==> src/rtl/noc_pkg.sv <==
// Shared types and helpers for the switch output-port control path.
package noc_pkg;

    typedef enum logic {ARB_IDLE, ARB_LOCKED} arb_state_e;

    // Round-robin pointer advance; wraps explicitly at n so non-power-of-two N never
    // produces an index past N-1.
    function automatic int rr_next(input int ptr, input int n);
        return (ptr + 1 >= n) ? 0 : ptr + 1;
    endfunction

endpackage

==> src/rtl/rr_pick.sv <==
// Combinational round-robin picker: first asserted request at or after ptr, with wrap.
module rr_pick
    import noc_pkg::*;
#(
    parameter int N = 4,
    localparam int L = $clog2(N)
) (
    input  logic [N-1:0] req,
    input  logic [L-1:0] ptr,
    output logic         any,
    output logic [L-1:0] idx
);

    int j;

    always_comb begin
        any = 1'b0;
        idx = '0;
        j   = int'(ptr);
        for (int i = 0; i < N; i++) begin
            if (!any && req[L'(j)]) begin
                any = 1'b1;
                idx = L'(j);
            end
            j = rr_next(j, N);
        end
    end

endmodule

==> src/rtl/rr_arbiter.sv <==
// Packet-locking round-robin arbiter for one switch output port; drives the mux select.
module rr_arbiter
    import noc_pkg::*;
#(
    parameter int N = 4,
    localparam int L = $clog2(N)
) (
    input  logic         clk,
    input  logic         rst,
    input  logic [N-1:0] req,
    input  logic [N-1:0] last,
    input  logic         o_ready,
    output logic [L-1:0] s,
    output logic         o_v,
    output logic [N-1:0] gnt
);

    arb_state_e   state;
    logic [L-1:0] ptr;
    logic         locked;
    logic         xfer;
    logic         rel;
    logic [L-1:0] nxt_ptr;
    logic [L-1:0] pick_ptr;
    logic [L-1:0] pick_idx;
    logic         pick_any;

    assign locked = (state == ARB_LOCKED);
    // Gated by rst so a lock left over from before reset never shows during reset.
    assign o_v    = !rst && locked && req[s];
    assign xfer   = o_v && o_ready;
    assign rel    = xfer && last[s];

    // On release the just-finished input drops to lowest priority for the same-cycle re-pick.
    assign nxt_ptr  = L'(rr_next(int'(s), N));
    assign pick_ptr = rel ? nxt_ptr : ptr;

    always_comb begin
        gnt = '0;
        if (!rst && locked && o_ready) begin
            gnt[s] = 1'b1;
        end
    end

    rr_pick #(.N(N)) u_pick (
        .req (req),
        .ptr (pick_ptr),
        .any (pick_any),
        .idx (pick_idx)
    );

    always_ff @(posedge clk) begin
        if (rst) begin
            state <= ARB_IDLE;
            ptr   <= '0;
            s     <= '0;
        end else begin
            case (state)
                ARB_IDLE: begin
                    if (pick_any) begin
                        s     <= pick_idx;
                        state <= ARB_LOCKED;
                    end
                end
                ARB_LOCKED: begin
                    if (rel) begin
                        ptr <= nxt_ptr;
                        if (pick_any) begin
                            s <= pick_idx;
                        end else begin
                            state <= ARB_IDLE;
                        end
                    end
                end
                default: state <= ARB_IDLE;
            endcase
        end
    end

endmodule

==> config.mk <==
export PLATFORM = sky130hd
export DESIGN_NAME = rr_arbiter
export DESIGN_NICKNAME = d
export VERILOG_FILES = /design/src/rtl/noc_pkg.sv /design/src/rtl/rr_pick.sv /design/src/rtl/rr_arbiter.sv
export SDC_FILE = /design/constraint.sdc
export NUM_CORES = 1
export LEC_CHECK = 0
export CAP_MARGIN = 10
export CORE_MARGIN = 1
export CORE_UTILIZATION = 50
export CTS_CLUSTER_DIAMETER = 30
export CTS_CLUSTER_SIZE = 30
export DETAILED_ROUTE_END_ITERATION = 16
export MAX_ROUTING_LAYER = met4
export PLACE_DENSITY_LB_ADDON = 0.15
export SYNTH_ARGS = -nofsm -noshare
export SYNTH_HDL_FRONTEND = slang
export SYNTH_HIERARCHICAL = 1
export SYNTH_SLANG_ARGS = --single-unit
==> constraint.sdc <==
create_clock -name clk -period 3.94 [get_ports clk]
set_clock_uncertainty 0.05 [all_clocks]
set_input_delay 0.591 -clock clk [delete_from_list [all_inputs] [get_ports clk]]
set_output_delay 0.591 -clock clk [all_outputs]
set_load 0.005 [all_outputs]
== Word-level counts from Yosys, hierarchy flattened ==
Cells that the tools add are included.

* ROM bits: 0
* Input bits: 11
* Output and inout bits: 7
* Memories: 0
* Latch bits: 0
* Logic and storage cells: 70
* Register bits: 5
* Bits in writable memories: 0

* Bitwise logic cells: 1
* Muxes and demuxes: 38
* Add/sub/neg operators: 4
* Multiply operators: 0
* Eq/ne operators: 1
* Reduce and logical (&&, ||, !) cells: 13
* Order comparisons: 10
* Shift operators: 0
* Divide/modulo/power cells: 0

{| class="wikitable"
|+ Operator list
! operator !! count
|-
| 32-bit by 4-bit greater-or-equal comparator with 1-bit output (second input constant) || 3
|-
| 32-bit by 2-bit adder with 32-bit output (second input constant) || 2
|-
| 32-bit two-way mux || 2
|-
| 2-bit two-way mux || 9
|-
| 1-bit two-way mux || 17
|-
| 2-bit by 4-bit less-than comparator with 1-bit output (second input constant) || 4
|-
| 1-bit binary-select mux with 2-bit select || 6
|-
| 1-bit logical AND || 9
|-
| 2-bit by 1-bit adder with 3-bit output (second input constant) || 2
|-
| 1-bit zero test || 4
|-
| 4-bit two-way mux || 1
|-
| 2-bit case mux with 2 select lines || 1
|-
| 3-bit greater-or-equal comparator (second input constant) || 1
|-
| 2-bit by 3-bit less-than comparator with 1-bit output (second input constant) || 1
|-
| 1-bit demux with 2-bit select || 1
|-
| 2-bit by 1-bit greater-or-equal comparator with 1-bit output (second input constant) || 1
|-
| 2-bit by 1-bit != test with 1-bit output (second input constant) || 1
|-
| 1-bit case mux with 2 select lines || 1
|-
| 1-bit inverter || 1
|}

== Depth between registers and ports, before layout ==
Gate-level depths: netlist of run 1.

* Word-level depth: 23
* Gate-level depth with buffers: 14
* Mapped depth without buffers: 13

== Modules after synthesis ==
The synthesis of run 1 kept the hierarchy.

{| class="wikitable"
|+ Modules (own cells, without submodules)
! module !! instances !! seq. area each (um^2) !! area an instance (um^2) !! cells an instance
|-
| rr_arbiter || 1 || 100.1 || 444.2 || 50
|-
| rr_pick || 1 || 0.0 || 381.6 || 56
|}

== Least setup slack after synthesis of run 1 ==
Ideal clock, no wire load.

* Path type: in2reg
* From: in req[3]
* To: reg s[0]
* Path slack: 358 ps
* Buffers on the path: 1
* Library setup time: 128 ps
* Data required time: 3762 ps
* Stages: 13
* Arrival time: 3405 ps
* Path through: mux4_2 > a31o_1 > nand2_1 > buf_6 > inv_1 > ha_1 > nor2_1 > mux2i_2 > mux2i_1 > or3_1 > nor2b_1 > a31oi_1 > o211ai_1

* Cells in the longest elaborated chain, start to end: 23
* Elaborated cells on any way between the ends: 45
* Classes of those cells: add/sub (3); order compare (3); eq/ne (1); mux (29); reduce/logical (9)

{| class="wikitable"
|+ RTL lines
! item !! line !! source
|-
| start, declared || rr_arbiter.sv:10 || <nowiki>input logic [N-1:0] req,</nowiki>
|-
| 1-bit binary-select mux with 2-bit select (*) || rr_arbiter.sv:30 || <nowiki>assign o_v = !rst && locked && req[s];</nowiki>
|-
| 1-bit two-way mux (implied by the code) (*) || rr_arbiter.sv:30 ||
|-
| 1-bit logical AND (*) || rr_arbiter.sv:30 ||
|-
| 1-bit logical AND (*) || rr_arbiter.sv:31 || <nowiki>assign xfer = o_v && o_ready;</nowiki>
|-
| 1-bit logical AND (*) || rr_arbiter.sv:32 || <nowiki>assign rel = xfer && last[s];</nowiki>
|-
| 2-bit two-way mux (*) || - ||
|-
| via pick_ptr[0] || rr_arbiter.sv:24 || <nowiki>logic [L-1:0] pick_ptr;</nowiki>
|-
| 2-bit by 1-bit adder with 3-bit output || noc_pkg.sv:9 || <nowiki>return (ptr + 1 >= n) ? 0 : ptr + 1;</nowiki>
|-
| (+9 left out) || - ||
|-
| 1-bit two-way mux (implied by the code) || rr_pick.sv:21 || <nowiki>if (!any && req[L'(j)]) begin</nowiki>
|-
| 1-bit two-way mux (implied by the code) / 1-bit zero test (equally long branches) || rr_pick.sv:21 ||
|-
| 1-bit logical AND || rr_pick.sv:21 ||
|-
| 1-bit two-way mux (*) || rr_pick.sv:21 ||
|-
| via pick_any || rr_arbiter.sv:26 || <nowiki>logic pick_any;</nowiki>
|-
| 2-bit two-way mux (*) || rr_arbiter.sv:60, rr_arbiter.sv:68 ||
|-
| 2-bit two-way mux || rr_arbiter.sv:66 || <nowiki>if (rel) begin</nowiki>
|-
| 2-bit case mux with 2 select lines (*) || rr_arbiter.sv:58 || <nowiki>case (state)</nowiki>
|-
| end signal, assigned || rr_arbiter.sv:61 || <nowiki>s <= pick_idx;</nowiki>
|-
| end signal, assigned || rr_arbiter.sv:69 || <nowiki>s <= pick_idx;</nowiki>
|-
| end, declared || rr_arbiter.sv:13 || <nowiki>output logic [L-1:0] s,</nowiki>
|}

Mark *: on every way through the listed nets, which the timed path passes. The rest lies on a longest branch. The select of a mux whose other input is x is not followed.
A chain may end at the register's enable or synchronous reset.

== Worst setup path after layout of run 1 ==
Ends and elaborated chain as after synthesis.

==> impl_metrics.ini, run 1 <==
[logic_synthesis]
synth-seq-area-share = 0.1212
syn_inst = 106
synthArstFlopShare = 0
synth-main-ff-cell = dfxtp_1
syn_area_per_cell_sq_um = 7.790
synth_edf_count = 0
syn-num-nets = 123
synth-seq-cells = 5
ys_types = 42
yosysWarnings = 6
netlist_area_sq_um = 825.8

[global_route]
antenna_found_initial = 0
grt_pass1_vias = 811
met3_usage = 0.06034
grt.busiest_layer = met2
grt_max_degree = 13
met2_usage = 0.3818
grtUsageMet1 = 0.3263
gr-total-overflow = 0
grt_pass1_wl_mm = 3.505
grt.total_usage = 0.2557

[clock_tree]
root_buffer = clkbuf_4
htreeDepth = 1
cts_hold_buf = 0
insertion_delay_ns = 0.24
clk_pin_slew_ns = 0.04
cts_setup_buffers = 0
cts_sinks = 5
clk_path_buf_depth = 2
cts_resized = 0
cts_tree = done
cts_made_buffers = 3

[finish]
area_growth_pct = 32.12
utilization = 0.7159
layout.nets = 151
drive_gt1_frac = 0.1654
fillerInstances = 130
final_cell_mix = clkdlybuf4s50_1, buf_4, inv_1
ff_latch_area_sq_um = 100.1
fin_area_sq_mm = 0.001091
n_antenna_cell = 0
layout_commonest_cell = clkdlybuf4s50_1
final_cells = 149
multi_input_area_sq_um = 646.9

[die]
die_x_um = 42.64
row_count = 14
core-area_sq_mm = 0.001524
die_area_sq_mm = 0.001818
die_h_um = 42.64
io_pins = 18
initial_utilization = 0.5419

[timing]
rsz0062_at_grt = false
finalSetupTns_ns = 0
post-route-period-util = 0.9205
timing_hold_violations_final = 0
finalSetupViolCount = 0
setup_ws_ns = 0.3134
relSlewSlack = 0.7189
slew_viol_final = 0
fmax_mhz = 275.7
period_minus_slack_ns = 3.627
worstMarginPinSlew_ns = 0.4099

[pwr]
ir_drop_mv = 0.2130
power_density_mw_per_mm2 = 210.0
p_leak_nw = 0.4367

[setup_path]
crit_fanout = 6
startpoint_type = input port
crit_required_ns = 4.00
cp-end-kind = flop
critPathArrivalTime_ns = 3.69
crit_type = input port to flop

[placed_design]
dpl_cell_area_sq_mm = 0.001065
dp_cells = 145
dp_hpwl_mm = 1.475
port_buffers = 17
gp_congestion = 0.9102
place_ws_ns = 0.09230

[drt]
drc = 0
antenna_left = 0
num_vias = 928
routed_via_density = 6.228
wl_per_cell_um = 13.70
first_pass_iters = 4
drt-initial-drc-count = 19
routed_wl_mm = 2.042

[min_path]
hp-class = flop to flop

[outcome]
status = finished clean

[run]
drv_cap = 0
## worst max-delay path, cell delays in order
cell	delay, ns
clkdlybuf4s50_1	0.43
mux4_2	0.53
a31o_1	0.25
nand2_1	0.07
inv_1	0.06
ha_1	0.31
nor2_1	0.17
mux2i_2	0.28
mux2i_1	0.12
or3_1	0.44
nor2b_1	0.18
a31oi_1	0.15
o211ai_1	0.10
## metal layers
layer	vias to the layer above	share of wire
met4	0	0.019
met2	38	0.47
li1	447	-
met3	4	0.066
met5	-	0
met1	439	0.45
## where the power goes
part	switching, mW	leakage [nW]	total [mW]	internal, mW
clock network	0.0196	0.0150	0.0578	0.0382
registers	0.00639	0.0409	0.0605	0.0541
logic	0.0523	0.381	0.111	0.0586
total	0.0782	0.437	0.229	0.151
## logic make-up after synthesis
logic type | share of synthesized area
xor+xnor | 0.01061
buf+inv | 0.09545
mux | 0.1379
flops | 0.1212
fa+ha+maj | 0.09091
compound gates | 0.2803
simple gates | 0.2636
## final timing paths
kind	start	end	slack, ns	cells after the start
min reg2reg	ptr[0]$_SDFFE_PP0P_	ptr[0]$_SDFFE_PP0P_	0.50	3
max reg2reg	s[0]$_SDFFE_PP0P_	s[0]$_SDFFE_PP0P_	0.48	12
max	req[3]	s[0]$_SDFFE_PP0P_	0.31	13
min	ptr[0]$_SDFFE_PP0P_	ptr[0]$_SDFFE_PP0P_	0.50	3
## state kept, by name, indices dropped and copies added (netlist names)
signal / flops
locked: 1
ptr: 2
s: 2
## synth_stat cells, types with 2 or more instances
cell	number	area share
and2_1	4	0.030
a311o_1	3	0.036
inv_1	10	0.045
nand4_1	2	0.015
nor3_1	3	0.018
buf_6	2	0.027
mux4_2	2	0.055
nor2b_1	3	0.023
nand3b_1	4	0.036
dfxtp_1	5	0.12
nand2_1	6	0.027
a31oi_1	4	0.030
o21ba_1	2	0.024
a21oi_1	6	0.036
buf_2	2	0.012
o21ai_0	4	0.024
nor2_1	6	0.027
mux2i_1	4	0.048
nand3_1	2	0.012
ha_1	6	0.091
a31o_1	2	0.021
o211ai_1	3	0.027
nor3b_1	2	0.018
## stage by stage
step | hold WS, ns | total power [mW]
6_report | 0.4962 | 0.2291
5_1_grt | 0.5358 | 0.2492
4_1_cts | 0.4983 | 0.2301
3_5_place_dp | 0.4921 | 0.1703
3_3_place_gp | 0.4846 | 0.1681
2_1_floorplan | 0.4670 | 0.1286
## layout make-up
type,count,area share
sequential,5,0.09174
timing repair buffer,29,0.2385
inverter,10,0.03440
clock buffer,4,0.02408
tap,16,0.01835
multi-input combinational,85,0.5929
Note: power is estimated with default switching activity, not from simulation.
==> inputs of run 2 (changes only) <==
Settings changed: CAP_MARGIN 10 to unset, CTS_CLUSTER_DIAMETER 30 to 80, MAX_ROUTING_LAYER met4 to unset.
==> run 2 against run 1 <==
  * Maximum frequency is essentially flat
  * Die area is the same
  * Largest power group unchanged
  * Highest routed layer unchanged
  * Flip-flop and latch count is the same
  * Cell count is the same
  * Design area is the same
  * Global-route usage shrank 0.68 points
  * Routed wire length shrank 0.15%
  * Sequential share of layout area is the same
==> impl_metrics.ini, run 2 (synthesized netlist as in run 1, its figures left out) <==
[outcome]
status = finished clean

[min_path]
holdPathStages = 3
holdPathEnd = ptr[0]$_SDFFE_PP0P_
hp-start = ptr[0]$_SDFFE_PP0P_
hp-class = flop to flop

[run]
drv_cap = 0

[placed_design]
dp_hpwl_mm = 1.475
dpl_cell_area_sq_mm = 0.001065
gp_congestion = 0.8950
port_buffers = 17
dp_cells = 145

[clock_tree]
cts_resized = 0
clk_path_buf_depth = 2
root_buffer = clkbuf_4
htreeDepth = 1
cts_made_buffers = 3
cts_tree = done
clk_pin_slew_ns = 0.04
cts_sinks = 5
insertion_delay_ns = 0.24
cts_setup_buffers = 0
cts_hold_buf = 0

[finish]
final_cells = 149
fin_area_sq_mm = 0.001091
n_antenna_cell = 0
area_growth_pct = 32.12
final_cell_mix = clkdlybuf4s50_1, buf_4, inv_1
drive_gt1_frac = 0.1654
layout.nets = 151
layout_commonest_cell = clkdlybuf4s50_1

[setup_path]
crit_type = input port to flop
slowest_stage = mux4_2
rrSetupSlack_ns = 0.50
crit_required_ns = 4.00
startpoint_type = input port
cp-end-kind = flop
critPathArrivalTime_ns = 3.69
slowest_delay_ns = 0.53
critical_path.top_delay_family = multiplexers
reg2reg_from = s[0]$_SDFFE_PP0P_
r2r-end = s[0]$_SDFFE_PP0P_
crit_buf_inv = 2
reg2reg_depth = 12
crit_fanout = 6
crit_path_cell_trace = clkdlybuf4s50_1 > mux4_2 > a31o_1 > nand2_1 > inv_1 > ha_1 > nor2_1 > mux2i_2 > mux2i_1 > or3_1 > nor2b_1 > a31oi_1 > o211ai_1

[die]
core-area_sq_mm = 0.001524
die_x_um = 42.64
die_area_sq_mm = 0.001818
die_h_um = 42.64
row_count = 14
initial_utilization = 0.5419
io_pins = 18

[drt]
drc = 0
num_vias = 936
wl_per_cell_um = 13.68
routed_via_density = 6.282
drt-initial-drc-count = 23
antenna_left = 0
first_pass_iters = 4
routed_wl_mm = 2.039

[global_route]
grt_max_degree = 13
grt_pass1_vias = 811
grt_pass1_wl_mm = 3.498
gr-total-overflow = 0
grt.total_usage = 0.2489
antenna_found_initial = 0

[timing]
period_minus_slack_ns = 3.624
hold_slack_ns = 0.4975
fmax_mhz = 275.9
post-route-period-util = 0.9199
slew_viol_final = 0
timing_hold_violations_final = 0
finalSetupViolCount = 0
rsz0062_at_grt = false
worstMarginPinSlew_ns = 0.4137
relSlewSlack = 0.7163
finalSetupTns_ns = 0

[pwr]
power_density_mw_per_mm2 = 209.7
p_leak_nw = 0.4367
ir_drop_mv = 0.2126
run 2: metrics by stage:
stage                     power [mW]    util  worst slack, ns
after global routing          0.2492  0.7159           0.1352
after floorplan               0.1286       -           0.3577
final                         0.2288  0.7159           0.3155
after CTS                     0.2301  0.7159           0.3148
after detailed placement      0.1703  0.6987          0.09230
after global placement        0.1681  0.6987           0.1281
run 2: routing by layer:
metal / global-route usage / vias up / wire, um
li1: - / 447 / -
met1: 0.3236 / 432 / 861
met2: 0.3848 / 53 / 974
met3: 0.06034 / 4 / 165
met4: 0.1125 / 0 / 38
met5: 0 / - / 0
run 2: final cells by class:
| cell class | instances | area [sq um] |
|---|---|---|
| tap | 16 | 20.02 |
| sequential | 5 | 100.1 |
| fill | 130 | 432.9 |
| clock buffer | 4 | 26.28 |
| timing repair buffer | 29 | 260.3 |
| multi-input combinational | 85 | 646.9 |
| inverter | 10 | 37.54 |
run 2: how the worst max path moves through the flow:
stage,start,endpoint,slack (ns),cells past startpoint
floorplan,req[3],s[0]$_SDFFE_PP0P_,0.36,13
global placement,req[3],s[0]$_SDFFE_PP0P_,0.13,13
detailed placement,req[3],s[0]$_SDFFE_PP0P_,0.09,13
CTS,req[3],s[0]$_SDFFE_PP0P_,0.31,13
global route,req[3],s[1]$_SDFFE_PP0P_,0.14,13
finish,req[3],s[0]$_SDFFE_PP0P_,0.32,13
run 2: power by group:
part | total, mW | switching, mW | internal (mW)
Clock | 0.0577 | 0.0195 | 0.0382
Sequential | 0.0604 | 0.00632 | 0.0541
Combinational | 0.111 | 0.0522 | 0.0586
Total | 0.229 | 0.0780 | 0.151
run 2: worst reg2reg max path: cells and delay by family (launching register included):
family | cells | cell delay [ns]
compound gates | 3 | 0.47
fa+ha+maj | 1 | 0.25
buf+inv | 1 | 0.18
flops | 1 | 0.52
mux | 3 | 0.97
simple gates | 4 | 0.89
